--- src/rtl/cdb_arbiter.sv ---
// cdb_arbiter: per-unit result holding slots arbitrated onto one registered CDB.
// Fixed priority by default; define CDB_ARB_RR_EN for round-robin.
//
// Ports:
//   clk, rst_n  clock, async active-low reset
//   flush       drop every pending result, block transfers and grants
//   req_valid   per-unit result valid
//   req_data    per-unit cdb_t payload (its valid field is ignored)
//   req_ready   per-unit accept (combinational)
//   cdb_out     registered broadcast; cdb_out.valid marks a live result
//   grant_idx   requester index of the payload in cdb_out
package rv32i_types;
  typedef struct packed {
    logic        valid;
    logic [4:0]  rob_idx;
    logic [4:0]  rd_s;
    logic [31:0] rd_v;
  } cdb_t;
endpackage

module cdb_arbiter
  import rv32i_types::*;
#(
  parameter int NUM_REQ = 5
) (
  input  logic                       clk,
  input  logic                       rst_n,
  input  logic                       flush,
  input  logic [NUM_REQ-1:0]         req_valid,
  input  cdb_t [NUM_REQ-1:0]         req_data,
  output logic [NUM_REQ-1:0]         req_ready,
  output cdb_t                       cdb_out,
  output logic [$clog2(NUM_REQ)-1:0] grant_idx
);

  localparam int IW = $clog2(NUM_REQ);

  logic [NUM_REQ-1:0] r_slot_vld;
  cdb_t [NUM_REQ-1:0] r_slot;
  cdb_t               r_cdb;
  logic [IW-1:0]      r_gnt_idx;

  logic [IW:0]        w_pick;
  logic               w_gnt;
  logic [IW-1:0]      w_sel;
  logic [NUM_REQ-1:0] w_gnt_oh;
  logic [NUM_REQ-1:0] w_xfer;
  cdb_t               w_bcast;

  // {found, index} of the lowest set bit
  function automatic logic [IW:0] f_pick(
    input logic [NUM_REQ-1:0] v
  );
    logic [IW:0] r;
    r = '0;
    for (int k = NUM_REQ-1; k >= 0; k--) begin
      if (v[k]) r = {1'b1, IW'(k)};
    end
    return r;
  endfunction

`ifdef CDB_ARB_RR_EN
  logic [IW-1:0]      r_ptr;
  logic [NUM_REQ-1:0] w_hi_mask;
  logic [IW:0]        w_pick_hi;
  logic [IW:0]        w_pick_all;

  // Search from r_ptr upward first, then wrap to the bottom.
  always_comb begin
    w_hi_mask = '0;
    for (int k = 0; k < NUM_REQ; k++) begin
      w_hi_mask[k] = (IW'(k) >= r_ptr);
    end
  end

  assign w_pick_hi  = f_pick(r_slot_vld & w_hi_mask);
  assign w_pick_all = f_pick(r_slot_vld);
  assign w_pick     = w_pick_hi[IW] ? w_pick_hi
                                    : w_pick_all;

  always_ff @(posedge clk or negedge rst_n) begin
    if (!rst_n) begin
      r_ptr <= '0;
    end else if (w_gnt) begin
      if (w_sel == IW'(NUM_REQ-1)) r_ptr <= '0;
      else                         r_ptr <= w_sel + IW'(1);
    end
  end
`else
  assign w_pick = f_pick(r_slot_vld);
`endif

  assign w_sel = w_pick[IW-1:0];
  assign w_gnt = w_pick[IW] & ~flush;

  always_comb begin
    w_gnt_oh = '0;
    for (int k = 0; k < NUM_REQ; k++) begin
      w_gnt_oh[k] = w_gnt & (w_sel == IW'(k));
    end
  end

  // A slot being granted this cycle may refill at the same edge.
  assign req_ready = {NUM_REQ{rst_n & ~flush}}
                   & (~r_slot_vld | w_gnt_oh);
  assign w_xfer    = req_valid & req_ready;

  always_ff @(posedge clk or negedge rst_n) begin
    if (!rst_n) begin
      r_slot_vld <= '0;
      r_slot     <= '0;
    end else if (flush) begin
      r_slot_vld <= '0;
    end else begin
      for (int k = 0; k < NUM_REQ; k++) begin
        if (w_xfer[k]) begin
          r_slot_vld[k] <= 1'b1;
          r_slot[k]     <= req_data[k];
        end else if (w_gnt_oh[k]) begin
          r_slot_vld[k] <= 1'b0;
        end
      end
    end
  end

  always_comb begin
    w_bcast       = r_slot[w_sel];
    w_bcast.valid = 1'b1;
  end

  // Payload and index hold when idle; only valid drops.
  always_ff @(posedge clk or negedge rst_n) begin
    if (!rst_n) begin
      r_cdb     <= '0;
      r_gnt_idx <= '0;
    end else if (w_gnt) begin
      r_cdb     <= w_bcast;
      r_gnt_idx <= w_sel;
    end else begin
      r_cdb.valid <= 1'b0;
    end
  end

  assign cdb_out   = r_cdb;
  assign grant_idx = r_gnt_idx;

  a_gnt_onehot: assert property (
    @(posedge clk) disable iff (!rst_n)
    $onehot0(w_gnt_oh));

  a_flush_kill: assert property (
    @(posedge clk) disable iff (!rst_n)
    flush |=> !cdb_out.valid);

endmodule

--- config.mk ---
export PLATFORM = sky130hd
export DESIGN_NAME = cdb_arbiter
export DESIGN_NICKNAME = d
export VERILOG_FILES = /design/src/rtl/cdb_arbiter.sv
export SDC_FILE = /design/constraint.sdc
export NUM_CORES = 1
export LEC_CHECK = 0
export ABC_AREA = 1
export CORE_ASPECT_RATIO = 0.5
export CORE_MARGIN = 4
export CORE_UTILIZATION = 51
export DETAILED_ROUTE_END_ITERATION = 8
export PLACE_DENSITY_LB_ADDON = 0.1
export SKIP_LAST_GASP = 1
export SYNTH_ARGS = -nofsm -noshare
export SYNTH_HDL_FRONTEND = slang
export SYNTH_SLANG_ARGS = --single-unit
--- constraint.sdc ---
create_clock -name clk -period 2 [get_ports clk]
set_input_delay 0.2 -clock clk [delete_from_list [all_inputs] [get_ports clk]]
set_output_delay 0.2 -clock clk [all_outputs]
set_load 0.01 [all_outputs]
### Yosys cells after proc, flatten, opt, wreduce, memory -nomap -nowiden

Index checks and enable logic that the tools add are counted.

| storage, ports and cells | value |
|---|---|
| register bits | 266 |
| bits of input ports | 223 |
| word-level logic and storage cells | 77 |
| output and inout port bits | 51 |

| operators by class | value |
|---|---|
| reductions and logical operators | 11 |
| eq/ne operators | 4 |
| $lt $le $gt $ge | 1 |
| bitwise gates (word level) | 12 |
| multiplexer cells | 19 |

Operator list:

| cell | number |
|---|---|
| $bmux W43 S3 | 1 |
| $mux W42 | 1 |
| $mux W4 | 5 |
| $reduce_bool A3 Y1 | 5 |
| $mux W1 | 11 |
| $and A5 B5 Y5 | 2 |
| $reduce_and A2 Y1 | 5 |
| $and A1 B1 Y1 | 7 |
| $eq A3 B2 Y1 const B | 2 |
| $mux W5 | 1 |
| $not A5 Y5 | 1 |
| $or A5 B5 Y5 | 1 |
| $lt A3 B4 Y1 const B | 1 |
| $eq A3 B1 Y1 const B | 1 |
| $eq A3 B3 Y1 const B | 1 |
| $logic_not A3 Y1 | 1 |
| $not A1 Y1 | 1 |

### Logic depth before layout (Yosys ltp)

| logic depth | value |
|---|---|
| depth after elaboration | 12 |
| mapped depth | 11 |
| gate-level depth less buffers | 9 |

### Worst setup path before layout

OpenSTA, ideal clock, no wires.

| timing path | value |
|---|---|
| path type | reg-to-reg |
| start | register r_slot_vld[2] |
| end | register r_slot[174] in the netlist's numbering |
| slack | 0.292 ns |
| library setup time | 0.130 ns |
| period minus slack after synthesis | 1.708 ns |
| arrival time | 1.578 ns |
| required time | 1.870 ns |
| buffers on the path | 3 |
| stages on the path, launching flop included | 12 |
| path through | dfrtp_1 > buf_2 > nor2_2 > nand3_2 > inv_2 > nand2_1 > nand2_1 > nand3_1 > buf_2 > buf_2 > nand2_1 > o21ai_0 |

| between the ends | value |
|---|---|
| longest elaborated chain between the ends | 9 |

RTL lines:

| element | line | RTL |
|---|---|---|
| start, declared | 38 | `logic [NUM_REQ-1:0] r_slot_vld;` |
| start signal, assigned | 110 | `r_slot_vld <= '0;` |
| start signal, assigned | 113 | `r_slot_vld <= '0;` |
| start signal, assigned by index | 117 | `r_slot_vld[k] <= 1'b1;` |
| $mux W4 * (3 in a row) | 57 | `if (v[k]) r = {1'b1, IW'(k)};` |
| $eq A3 B3 Y1 / $and A1 B1 Y1 (equally long branches) | 99, 94 |  |
| $and A1 B1 Y1 * | 99 | `w_gnt_oh[k] = w_gnt & (w_sel == IW'(k));` |
| $or A5 B5 Y5 * | 105 | `& (~r_slot_vld \| w_gnt_oh);` |
| $and A5 B5 Y5 * | 105 |  |
| $and A5 B5 Y5 * | 106 | `assign w_xfer = req_valid & req_ready;` |
| $reduce_and A2 Y1 (no line) * | -- |  |
| end signal, assigned by index | 118 | `r_slot[k] <= req_data[k];` |
| end, declared | 39 | `cdb_t [NUM_REQ-1:0] r_slot;` |

Every way passes the cells marked *; elsewhere a longest branch is shown, timed or not.
A chain may end at the register's enable or synchronous reset.

### Final worst setup path

| timing path | value |
|---|---|
| start | register r_slot_vld[2] |
| end | output port req_ready[3] |

| between the ends | value |
|---|---|
| longest elaborated chain between the ends | 7 |

RTL lines:

| element | line | RTL |
|---|---|---|
| $mux W4 * (3 in a row) | 57 |  |
| $eq A3 B2 Y1 / $and A1 B1 Y1 (equally long branches) | 99, 94 |  |
| $and A1 B1 Y1 * | 99 |  |
| $or A5 B5 Y5 * | 105 |  |
| $and A5 B5 Y5 * | 105 |  |
| end, declared | 31 | `output logic [NUM_REQ-1:0] req_ready,` |

Marked as above.

==> results.md <==
- Outcome: finished clean
- Relative slew slack: 44.9%
- Placed cell areas: 0.0151 mm2
- Slew @ Worst Pin: 827 ps
- Port Buffers: 268
- Clock Tree Buf Depth: 3
- Hold_ws: 68.8 ps
- Area occupied by multi-input gates: 0.00440 mm2
- Syn Inst Count: 1543
- # H-tree levels: 1
- Layout Nets: 2007
- Comb pwr share: 24.3%
- Final worst path period share: 99.2%
- Synth Area per Inst: 7.75 um2
- Design area: 0.0160 mm2
- Initial drt markers: 1214
- R2R Path Start: r_slot_vld[2]
- Seq pwr share: 45.0%
- Final setup violating endpoints: 0
- Max-Cap Viols: 0
- CTS tree: built
- Die W: 225 um
- PwrDens: 961 mW/mm2
- TritonCTS buffer count: 24
- Clock network power share: 30.7%
- Die area: 0.0261 mm2
- Floorplan core area: 0.0229 mm2
- Pint: 10.8 mW
- Peak VDD IR: 505 uV
- Clock Tree Root: clkbuf_16
- Largest net degree at the start of global routing: 159
- Overflow after GRT: 0
- Most common cell after layout, fill and taps aside: nand2_1
- Sw power: 4.50 mW
- Sequential Area: 0.00653 mm2
- Worst Hold Launch: req_valid[2]
- Initial antenna violation count: 2
- Yosys top cell area share: 54.6%
- Area growth syn-to-layout: 33.5%
- Vias per cell: 5.29
- Element type at the critical path end: output pin
- Drt wl/cell: 17.2 um
- First-pass GRT wire length: 56900 um
- Syn. warnings: 0
- CTS clk-pin slew, worst paths: 60 ps
- Drt first pass iters: 6
- Maximum clock rate: 0.504 GHz
- Leakage: 8.06 nW
- Most frequent cells in the layout: 472 x nand2_1, 261 x clkdlybuf4s50_1, 260 x dfrtp_1
- Gr usage total: 27.4%
- Mapped cell area: 0.0120 mm2
- Row cnt: 39
- RSZ-0062 raised after global routing: yes
- Final HPWL DP: 24500 um
- Vias: 11159
- FF+latch count, synth: 261
- Switching part of the total power: 29.3%
- Crit path launch: r_slot_vld[2]
- Final ANT Viol Nets: 0
- Vias in the first global route: 10947
- Fin. Hold Viols: 0
- Synth Net Count: 1766
- Share of layout cells above drive strength 1: 5.89%
- Arr. time, crit path: 1780 ps
- Final Max Slew Viols: 0
- Worst setup skew after layout: 8.22 ps
- Post-synthesis sequential area ratio: 54.6%
- CP max FO: 11
- Die H: 116 um
- Hold Crit Class: in -> reg
- Synth area leaders: dfrtp_1 55%, nand2_1 15%, nand3_1 8.9%
- Required time of the critical path: 1800 ps
- Synth cell types: 20
- CP Class: reg -> out
- # IOs: 274
- Worst Setup Start Kind: flip-flop
- Total Wirelength: 36300 um
- Finished Core Util: 69.6%
- Synth area leader: dfrtp_1
- Placer Congestion: 0.867
- Initial core utilization: 52.2%
- Tmin final: 1980 ps
- Clock Latency Late Sink: 530 ps
- # fillers: 1909
- Clock sinks: 261
- DRC viols: 0
==> final timing paths <==
check	endpoint	slack, ps	cells after the start
hold / removal	r_slot[121]	70	3
max in group asynchronous	r_slot[59]	800	3
setup reg to reg	r_slot[147]	50	11
hold reg to reg	r_slot[165]	470	2
setup / recovery	req_ready[3]	20	7
min in group asynchronous	r_slot[74]	520	3
==> area by class of cell <==
class | instances | area share (%)
Antenna cell | 2 | 0.0313
Clock buffer | 39 | 4.56
Clock inverter | 4 | 0.439
Inverter | 181 | 4.25
Multi-Input combinational cell | 1001 | 27.5
Sequential cell | 261 | 40.9
Tap cell | 307 | 2.41
Timing Repair Buffer | 315 | 19.9
==> cell families after synthesis <==
kind of cell / count (synthesis) / synth area share (%)
and+or+nand+nor: 782 / 26.9
buffers and inverters: 281 / 9.19
AOI/OAI and AO/OA: 219 / 9.31
DFF: 261 / 54.6
==> stage by stage <==
step	setup slack (ps)	power [mW]	setup TNS, ps	cells
floorplan	292	8.76	0	1543
global placement	-31.3	10.6	-50.1	2059
detailed placement	-85.1	10.7	-3350	2059
CTS	-242	15.4	-249	2106
global route	-55.9	16.2	-650	2110
finish	16.3	15.3	0	2110
==> layer usage <==
| metal | up-vias | global-route usage, % | routed length, um |
|---|---|---|---|
| met2 | 449 | 45.1 | 16900 |
| met1 | 5320 | 38.6 | 15800 |
| met4 | 0 | 7.50 | 1020 |
| li1 | 5314 | - | - |
| met3 | 76 | 4.22 | 2510 |
| met5 | - | 0 | 0 |
==> power groups by stage <==
| stage | sequential [mW] | clock (mW) | combinational, mW |
|---|---|---|---|
| 2_1_floorplan | 7.01 | 0 | 1.75 |
| 3_3_place_gp | 6.94 | 0 | 3.62 |
| 3_5_place_dp | 6.99 | 0 | 3.72 |
| 4_1_cts | 6.90 | 4.78 | 3.75 |
| 5_1_grt | 7.01 | 5.00 | 4.17 |
| 6_report | 6.90 | 4.71 | 3.74 |
==> synth_stat cells (all sizes together) <==
master    n
clkinv    2
clkbuf   52
nand3   214
nor2     88
buf      48
dfrtp   261
a21oi   128
o31ai     1
o21ai    90
inv     179
nand2   480
==> worst max-delay path, stage by stage (launching register included) <==
cell     delay (ps)
dfrtp_2         420
buf_4           180
inv_1            90
nand2_2          80
nor2_4          120
nand2_2          80
a21oi_4         140
buf_4           150
==> what timing repair did <==
action | CTS | global route
hold endpoints to repair | 261 | 0
endpoints found under the setup margin | 4 | 73
setup buffers | 3 | 3
resized for setup | 7 | 9
pin swaps | 1 | 4
hold buffers | 1 | 0
cloned | 0 | 0
==> sequential cells by signal, indices dropped and copies added (netlist names) <==
register    cells
cdb_out        43
grant_idx       3
r_slot_vld      5
r_slot        210
(Power assumes the default switching activity.)
